## src/rtl/jtag_bb_pkg.sv

```systemverilog
// Shared types for the JTAG bit-bang sequencer.
//   jtag_bb_op_e       : command opcode carried in cmd[4:3]
//   jtag_bb_state_e    : sequencer state
//   jtag_bb_cmd_t      : packed {op, payload} view of the 5-bit command word
//   JTAG_BB_SAMPLE_DLY : cycles spent in SAMPLE before the TDO capture
package jtag_bb_pkg;

    typedef enum logic [1:0] {
        OpWrite = 2'd0,
        OpRead  = 2'd1,
        OpReset = 2'd2,
        OpBlink = 2'd3
    } jtag_bb_op_e;

    typedef enum logic [1:0] {
        StIdle,
        StHold,
        StSample,
        StResp
    } jtag_bb_state_e;

    typedef struct packed {
        jtag_bb_op_e op;
        logic [2:0]  payload;
    } jtag_bb_cmd_t;

    // Matches the synchronizer depth, so the sample taken at the end of SAMPLE
    // is the TDO level seen in the cycle the READ was accepted.
    localparam int unsigned JTAG_BB_SAMPLE_DLY = 2;

endpackage

```

## src/rtl/jtag_tdo_sync.sv

```systemverilog
// Two-flop synchronizer for the asynchronous TDO input.
// Ports:
//   clk_i : system clock
//   rst_i : asynchronous active-high reset, clears both flops to 0
//   d_i   : asynchronous input
//   q_o   : synchronized output, two clocks behind d_i
module jtag_tdo_sync (
    input  logic clk_i,
    input  logic rst_i,
    input  logic d_i,
    output logic q_o
);

    logic meta_q;
    logic sync_q;

    always_ff @(posedge clk_i or posedge rst_i) begin
        if (rst_i) begin
            meta_q <= 1'b0;
            sync_q <= 1'b0;
        end else begin
            meta_q <= d_i;
            sync_q <= meta_q;
        end
    end

    assign q_o = sync_q;

endmodule

```

## src/rtl/jtag_bitbang_sequencer.sv

```systemverilog
// Paces bit-bang commands onto the JTAG pins with a programmable minimum hold
// time, and returns TDO samples over a valid/ready response channel.
// Ports:
//   clk_i, rst_i            : clock, asynchronous active-high reset
//   enable_i                : low forces IDLE and discards a pending response
//   half_period_i           : hold cycles after each WRITE (0 acts as 1)
//   cmd_valid_i/cmd_ready_o : command handshake, cmd_i = {op[1:0], payload[2:0]}
//   rsp_valid_o/rsp_ready_i : response handshake, rsp_data_o = sampled TDO
//   jtag_*_o                : registered JTAG pins, jtag_tdo_i asynchronous TDO
//   blink_o                 : activity LED level
//   busy_o                  : state is not IDLE
module jtag_bitbang_sequencer
    import jtag_bb_pkg::*;
#(
    parameter int unsigned DIV_W   = 8,
    parameter int unsigned RST_MIN = 4  // must be >= 1 and fit in DIV_W bits
) (
    input  logic             clk_i,
    input  logic             rst_i,
    input  logic             enable_i,
    input  logic [DIV_W-1:0] half_period_i,
    input  logic             cmd_valid_i,
    output logic             cmd_ready_o,
    input  logic [4:0]       cmd_i,
    output logic             rsp_valid_o,
    input  logic             rsp_ready_i,
    output logic             rsp_data_o,
    output logic             jtag_tck_o,
    output logic             jtag_tms_o,
    output logic             jtag_tdi_o,
    output logic             jtag_trst_o,
    output logic             jtag_srst_o,
    input  logic             jtag_tdo_i,
    output logic             blink_o,
    output logic             busy_o
);

    jtag_bb_state_e state_q, state_d;
    logic [DIV_W-1:0] cnt_q, cnt_d;
    logic tck_q, tck_d;
    logic tms_q, tms_d;
    logic tdi_q, tdi_d;
    logic trst_q, trst_d;
    logic srst_q, srst_d;
    logic blink_q, blink_d;
    logic rsp_valid_q, rsp_valid_d;
    logic rsp_data_q, rsp_data_d;
    // Keeps cmd_ready low while reset is asserted and until the first edge after
    // release, even though the state is already IDLE.
    logic armed_q;

    logic tdo_sync;
    logic cmd_ready;
    logic [DIV_W-1:0] write_hold;
    jtag_bb_cmd_t cmd;

    assign cmd = jtag_bb_cmd_t'(cmd_i);

    jtag_tdo_sync u_tdo_sync (
        .clk_i (clk_i),
        .rst_i (rst_i),
        .d_i   (jtag_tdo_i),
        .q_o   (tdo_sync)
    );

    assign cmd_ready  = armed_q && enable_i && (state_q == StIdle);
    assign write_hold = (half_period_i == '0) ? DIV_W'(1) : half_period_i;

    always_comb begin
        state_d     = state_q;
        cnt_d       = cnt_q;
        tck_d       = tck_q;
        tms_d       = tms_q;
        tdi_d       = tdi_q;
        trst_d      = trst_q;
        srst_d      = srst_q;
        blink_d     = blink_q;
        rsp_valid_d = rsp_valid_q;
        rsp_data_d  = rsp_data_q;

        if (!enable_i) begin
            // Pins and the last response data are left untouched.
            state_d     = StIdle;
            cnt_d       = '0;
            rsp_valid_d = 1'b0;
        end else begin
            unique case (state_q)
                StIdle: begin
                    if (cmd_valid_i && cmd_ready) begin
                        unique case (cmd.op)
                            OpWrite: begin
                                {tck_d, tms_d, tdi_d} = cmd.payload;
                                cnt_d   = write_hold;
                                state_d = StHold;
                            end
                            OpRead: begin
                                cnt_d   = DIV_W'(JTAG_BB_SAMPLE_DLY);
                                state_d = StSample;
                            end
                            OpReset: begin
                                {trst_d, srst_d} = cmd.payload[1:0];
                                cnt_d   = DIV_W'(RST_MIN);
                                state_d = StHold;
                            end
                            OpBlink: begin
                                blink_d = cmd.payload[0];
                            end
                        endcase
                    end
                end
                StHold: begin
                    cnt_d = cnt_q - DIV_W'(1);
                    if (cnt_q <= DIV_W'(1)) begin
                        state_d = StIdle;
                    end
                end
                StSample: begin
                    cnt_d = cnt_q - DIV_W'(1);
                    if (cnt_q <= DIV_W'(1)) begin
                        rsp_data_d  = tdo_sync;
                        rsp_valid_d = 1'b1;
                        state_d     = StResp;
                    end
                end
                StResp: begin
                    if (rsp_ready_i) begin
                        rsp_valid_d = 1'b0;
                        state_d     = StIdle;
                    end
                end
            endcase
        end
    end

    always_ff @(posedge clk_i or posedge rst_i) begin
        if (rst_i) begin
            state_q     <= StIdle;
            cnt_q       <= '0;
            tck_q       <= 1'b0;
            tms_q       <= 1'b0;
            tdi_q       <= 1'b0;
            trst_q      <= 1'b0;
            srst_q      <= 1'b0;
            blink_q     <= 1'b0;
            rsp_valid_q <= 1'b0;
            rsp_data_q  <= 1'b0;
            armed_q     <= 1'b0;
        end else begin
            state_q     <= state_d;
            cnt_q       <= cnt_d;
            tck_q       <= tck_d;
            tms_q       <= tms_d;
            tdi_q       <= tdi_d;
            trst_q      <= trst_d;
            srst_q      <= srst_d;
            blink_q     <= blink_d;
            rsp_valid_q <= rsp_valid_d;
            rsp_data_q  <= rsp_data_d;
            armed_q     <= 1'b1;
        end
    end

    assign cmd_ready_o = cmd_ready;
    assign rsp_valid_o = rsp_valid_q;
    assign rsp_data_o  = rsp_data_q;
    assign jtag_tck_o  = tck_q;
    assign jtag_tms_o  = tms_q;
    assign jtag_tdi_o  = tdi_q;
    assign jtag_trst_o = trst_q;
    assign jtag_srst_o = srst_q;
    assign blink_o     = blink_q;
    assign busy_o      = (state_q != StIdle);

endmodule

```

## config.mk

```make
export PLATFORM = sky130hd
export DESIGN_NAME = jtag_bitbang_sequencer
export DESIGN_NICKNAME = d
export VERILOG_FILES = /design/src/rtl/jtag_bb_pkg.sv /design/src/rtl/jtag_tdo_sync.sv /design/src/rtl/jtag_bitbang_sequencer.sv
export SDC_FILE = /design/constraint.sdc
export NUM_CORES = 1
export LEC_CHECK = 0
export ABC_AREA = 1
export CAP_MARGIN = 15
export CORE_MARGIN = 3
export CORE_UTILIZATION = 53
export DETAILED_ROUTE_END_ITERATION = 10
export PLACE_DENSITY = 0.88
export SETUP_SLACK_MARGIN = 0.02
export SYNTH_ARGS = -nofsm -noshare
export SYNTH_HDL_FRONTEND = slang
export SYNTH_SLANG_ARGS = --single-unit
```

## constraint.sdc

```tcl
create_clock -name clk_i -period 4.2 [get_ports clk_i]
set_input_delay 0.84 -clock clk_i [delete_from_list [all_inputs] [get_ports clk_i]]
set_output_delay 0.84 -clock clk_i [all_outputs]
set_load 0.01 [all_outputs]
```

==> qor.csv <==
metric,value,unit
std_cell_rows,18,
fin_hold_ws,0.373,ns
setup_ws,1.02,ns
outcome,completed,
drtIter0Drc,125,
path_cells,"clkdlybuf4s50_1, nand2_4, nor2_1, clkdlybuf4s50_1",
worstSkewPairLatency,0.30,ns
core,2570,µm²
min_period_over_period,0.756,
cts-root-buf,clkbuf_4,
synth-seq-cells,21,
die_height,58.8,µm
grt_max_degree,22,
crit_path_top_delay_cell,clkdlybuf4s50_1,
post_cts_buffers,0,
synth.cell_area,1480,µm²
hold_buffers,0,
cp-start-kind,input port,
start_util,0.577,
synthTopCellsByArea,"dfrtp_1, nand2_1, ha_1",
arrival,2.34,ns
avgViaCountPerCell,5.02,
grt_pass1_vias,1357,
dp.cells,266,
syn_area_per_cell,7.02,µm²
synth.yosys.seq_area_share,0.355,
cts_tree,done,
period_needed,3.18,ns
fin_cells,270,
critPathKind,in -> out,
wl_per_cell,11.2,µm
cpPeakStageDelay,0.72,ns
drive_above_1_share,0.0625,
finalSetupViolations,0,
drv_cap,0,
required,3.36,ns
path_buf_inv,2,
min_path_type,reg -> reg,
grt_pass1_wl,5580,µm
tightest_slew,0.803,ns
timing.fmax,0.315,GHz
path_delay_family,buffers and inverters,
drcViolationCount,0,
dp_hpwl,2400,µm
postSynthCellCount,211,
hold_violations,0,
rsz0062_at_grt,false,
slew_headroom,0.464,
yosysTopAreaCell,dfrtp_1,
cp_max_fo,10,
synth_fp_nets,241,
power.leakage,0.951,nW
skew,0.00265,ns
cts.htree.levels,1,
n_fill_cell,230,
numClockSinks,21,
peakVddDrop,0.437,mV
ctsResizeCount,0,
wl,3030,µm
area_delta_synth_final,21.2,%
grt_overflow_total,0,
tns,0,ns
place_ws,1.04,ns
clock_path_buffers,2,
pwr_density_cell,578,nW/µm²
dr.pass1.iters,4,
end_kind,output pin,
finish.utilization,0.699,
fin_nets,271,
cts_made_buffers,3,
synth_cell_type_count,23,
ant_nets,0,
grt_use_total,0.205,
synth-warning-count,0,
grt_antenna_before_repair,0,
gp_congestion,0.832,
die-area,3460,µm²
clk_pin_slew,0.11,ns
vias,1356,
io_buffers,28,
fp.dieW,58.8,µm
diodes,0,
slew_violations,0,
cpMostUsedCell,clkdlybuf4s50_1,
synth_top_area_share,0.355,
io_pins,29,
==> synthesized netlist by cell type <==
| library cell | count |
|---|---|
| o21ai_1 | 5 |
| nand2_4 | 1 |
| conb_1 | 1 |
| nand3b_1 | 2 |
| inv_1 | 30 |
| nand3_4 | 1 |
| nand3_1 | 18 |
| ha_1 | 11 |
| buf_6 | 2 |
| inv_4 | 1 |
| buf_4 | 1 |
| nand4_1 | 2 |
| nand2_1 | 70 |
| o21a_1 | 1 |
| o21ai_4 | 1 |
| dfrtp_1 | 21 |
| nor3_4 | 1 |
| nor2_1 | 20 |
| a21oi_1 | 4 |
| o21ai_0 | 11 |
| nor2_2 | 3 |
| nand3_2 | 1 |
| inv_2 | 3 |
==> worst paths after layout <==
kind | cells past startpoint | slack (ns) | end | from
worst max-delay path | 4 | 1.02 | cmd_ready_o | enable_i
worst min-delay path | 0 | 0.37 | u_tdo_sync.q_o$_DFF_PP0_ | u_tdo_sync.meta_q$_DFF_PP0_
worst max register to register | 8 | 2.37 | cnt_q[2]$_DFFE_PP0P_ | state_q[0]$_DFFE_PP0P_
worst min register to register | 0 | 0.37 | u_tdo_sync.q_o$_DFF_PP0_ | u_tdo_sync.meta_q$_DFF_PP0_
max in group asynchronous | 2 | 2.72 | cnt_q[0]$_DFFE_PP0P_ | rst_i
min in group asynchronous | 2 | 0.98 | jtag_tck_o$_DFFE_PP0P_ | rst_i
==> cell type report <==
class                   instances  area, µm²  share of cell area
multi-input cells             153        795               0.443
flip-flops and latches         21        526               0.293
repair buffers                 28        280               0.156
clock buffers                   4       26.3              0.0146
well taps                      30       37.5              0.0209
inverters                      34        130              0.0725
==> placed cells by master, fill, tap and decap left out, types with 2 or more instances in the layout <==
cell type,n
clkbuf_4,3
inv_2,3
nand2_1,70
o21ai_0,11
dfrtp_1,21
nor2_2,3
ha_1,11
nand4_1,2
nor2_1,20
nand3_1,18
o21ai_1,5
inv_1,30
clkdlybuf4s50_1,28
nand3b_1,2
a21oi_1,4
==> stage by stage <==
| step | instance area, µm² | total power [mW] |
|---|---|---|
| after floorplan | 1480 | 0.768 |
| final | 1790 | 1.04 |
| after global routing | 1790 | 1.16 |
| after CTS | 1790 | 1.04 |
| after global placement | 1770 | 0.926 |
| after detailed placement | 1770 | 0.941 |
==> where the power goes <==
group	internal (mW)	total, mW	switching, mW
combinational	0.257	0.617	0.360
clock	0.0370	0.0965	0.0595
sequential	0.271	0.324	0.0525
total	0.565	1.04	0.472
==> state kept, by name (all words and copies together) (netlist names) <==
name               count
rsp_valid_o            1
cnt_q                  8
rsp_data_o             1
state_q                2
armed_q                1
u_tdo_sync.q_o         1
jtag_tck_o             1
jtag_trst_o            1
u_tdo_sync.meta_q      1
jtag_srst_o            1
jtag_tdi_o             1
blink_o                1
jtag_tms_o             1
==> routing by layer <==
metal | track usage | vias to the layer above | part of all wire
met3 | 0.0219 | 4 | 0.028
met2 | 0.358 | 25 | 0.49
met1 | 0.260 | 619 | 0.47
li1 | - | 708 | -
met4 | 0.0744 | 0 | 0.013
met5 | 0 | - | 0
==> logic make-up after synthesis <==
group / count (synthesis) / synth area share
buf+inv: 37 / 0.108
simple gates: 119 / 0.358
compound gates: 22 / 0.0837
other cells: 1 / 0.00253
flops: 21 / 0.355
fa+ha+maj: 11 / 0.0930
Power figures use the tool's default switching activity.
==> RTL change, RTL diff (same flow settings) <==
Re-encode `jtag_bb_state_e` (4 states) as Gray code, 2 bits wide.
--- a/src/rtl/jtag_bb_pkg.sv
+++ b/src/rtl/jtag_bb_pkg.sv
@@ -13,10 +13,10 @@
     } jtag_bb_op_e;
 
     typedef enum logic [1:0] {
-        StIdle,
-        StHold,
-        StSample,
-        StResp
+        StIdle   = 2'b00,
+        StHold   = 2'b01,
+        StSample = 2'b11,
+        StResp   = 2'b10
     } jtag_bb_state_e;
 
     typedef struct packed {
Formal check against the unedited RTL: no difference found for any inputs over 10 cycles, from zero or initial values and one cycle with rst_i high; not proved beyond that.
==> RTL change against the original RTL <==
  * Synthesized cell count decreased by 12%
  * Power is 28% lower
  * Design area shrank 7.7%
  * Maximum frequency shrank 1.3%
  * Sequential cell count stayed put
  * Area after synthesis shrank 10%
  * Count of clock-buffer cells in the layout is the same
  * Register-to-register slack better by 0.31 ns
  * Setup slack lost 0.043 ns
  * Wire length grew 3.1%
  * Critical path type unchanged
  * Critical endpoint unchanged
==> RTL change: results (changes against the original RTL) <==
* Vias in the first global route at 1312 (was 1357)
* Non-clk invs at 22 (was 34)
* Sequential fraction of the synthesis area at 39.59% (was 35.50%)
* Sequential share of power at 38.8% (was 31.2%)
* GP Congestion at 0.8811 (was 0.8318)
* Layout cells sized above 1 at 7.907% (was 6.250%)
* RR Startpoint: state_q[0] (unchanged)
* Inserted Clock Buffers at 3 (unchanged)
* Clock buffers at 4 (unchanged)
* NetSw at 312.1 µW (was 472.1 µW)
* Avg Cell Area, Syn at 7.176 µm² (was 7.015 µm²)
* Worst slew pin tran at 0.7806 ns (was 0.8032 ns)
* Postcts setup bufs at 0 (unchanged)
* Number of fill cells at 218 (was 230)
* Overall Global Routing Usage at 21.81% (was 20.51%)
* P_leak at 0.8312 nW (was 0.9513 nW)
* Combinational Power Share at 48.1% (was 59.5%)
* Flops & latches, synth at 21 (unchanged)
* FF-to-FF path depth at 7 (was 8)
* Commonest cells in the netlist: nand2_1 (58), dfrtp_1 (21), inv_1 (19), nand3_1 (19), nor2_1 (19) (was nand2_1 (70), inv_1 (30), dfrtp_1 (21))
* Unique masters post-synth at 27 (was 23)
* Worst reg2reg endpoint: cnt_q[4] (was cnt_q[2])
* Synthesis-to-layout area growth at 24.79% (was 21.22%)
* Outcome: finished clean (unchanged)
* Largest regs: cnt_q: 8 flops, state_q: 2 flops (unchanged)
* Via count at 1319 (was 1356)
* NonClk Buf Share at 16.92% (was 15.62%)
* Largest net degree at the start of global routing at 22 (unchanged)
* Crit Path Max Fanout at 13 (was 10)
* Multi-input logic area at 706.9 µm² (was 794.5 µm²)
* Global-route wire length before repair at 5595 µm (was 5582 µm)
* Htree depth at 1 (unchanged)
* Area occupied by registers at 525.5 µm² (unchanged)
* Routed wire length per instance at 12.85 µm (was 11.22 µm)
* Clock Skews at 0.001877 ns (was 0.002652 ns)
* Yosys Warn Count at 0 (unchanged)
* Hold Startpoint: u_tdo_sync.meta_q (unchanged)
* Synth area leaders: dfrtp_1 (40%), nand2_1 (16%), nand3_1 (7.2%) (was dfrtp_1 (36%), nand2_1 (18%), ha_1 (9.3%))
* Hold Path Class: reg -> reg (unchanged)
* First-pass detailed-route iteration total at 4 (unchanged)
* CTS max path bufs at 2 (unchanged)
* Synth Net Count at 210 (was 241)
* Most used DFF post-synth: dfrtp_1 (unchanged)
* DRT iter0 DRCs at 42 (was 125)
* Hold Crit Endpoint: u_tdo_sync.q_o (unchanged)
* NumNets Final at 241 (was 271)
* DP HPWL at 2397 µm (was 2401 µm)
* Worst IR Drop VDD at 0.3525 mV (was 0.4367 mV)
* Multi-input gates at 140 (was 153)
* Reg2Reg Setup Slack at 2.68 ns (was 2.37 ns)
* Clock-cell share at 1.586% (was 1.464%)
* Placed cell area at 0.001630 mm² (was 0.001768 mm²)
* CP Data Arrival Time at 2.38 ns (was 2.34 ns)
[RTL change: cell count changes in the layout (fill, tap and decap cells not counted), moves of 2 or more]
cell	delta
nand2_1	-12
inv_1	-11
o21ai_0	-6
ha_1	-5
nand2_2	+3
a21oi_1	+2
clkinv_1	+2
inv_2	-2
o21ai_2	+2
o31ai_1	+2
[RTL change: metal layers]
metal  part of all wire [%]  routed length, µm  track usage, %
met5                      0                  0               0
met4                    1.3                 40           10.17
met3                    6.5                202           3.248
met2                     49               1543           37.73
met1                     43               1335           26.35
[RTL change: through the flow]
step	hold WS, ns	util [%]	power [mW]	setup WS [ns]	cells
after floorplan	0.3312	-	0.5218	2.296	185
after global placement	0.3346	70.97	0.6388	1.031	239
after detailed placement	0.3381	70.97	0.6533	0.9881	239
after CTS	0.3648	72.11	0.7531	0.9795	243
after global routing	0.3956	72.11	0.8112	0.9074	243
final	0.3630	72.11	0.7516	0.9798	243
[RTL change: cell families after synthesis]
group | Yosys count | synth area share [%]
compound gates | 24 | 10.65
other cells | 1 | 0.2825
flops | 21 | 39.58
fa+ha+maj | 6 | 5.655
simple gates | 109 | 36.66
buf+inv | 24 | 7.163
[RTL change: worst max path at each step]
stage,startpoint,end,slack (ns),cells after the start
after floorplan,enable_i,cmd_ready_o,2.30,2
after global placement,enable_i,cmd_ready_o,1.03,4
after detailed placement,enable_i,cmd_ready_o,0.99,4
after CTS,enable_i,cmd_ready_o,0.98,4
after global routing,enable_i,cmd_ready_o,0.91,4
final,enable_i,cmd_ready_o,0.98,4
[RTL change: critical path, stage by stage]
cell             delay [ns]
clkdlybuf4s50_1        0.75
nand2_1                0.13
nor2_1                 0.12
clkdlybuf4s50_1        0.54
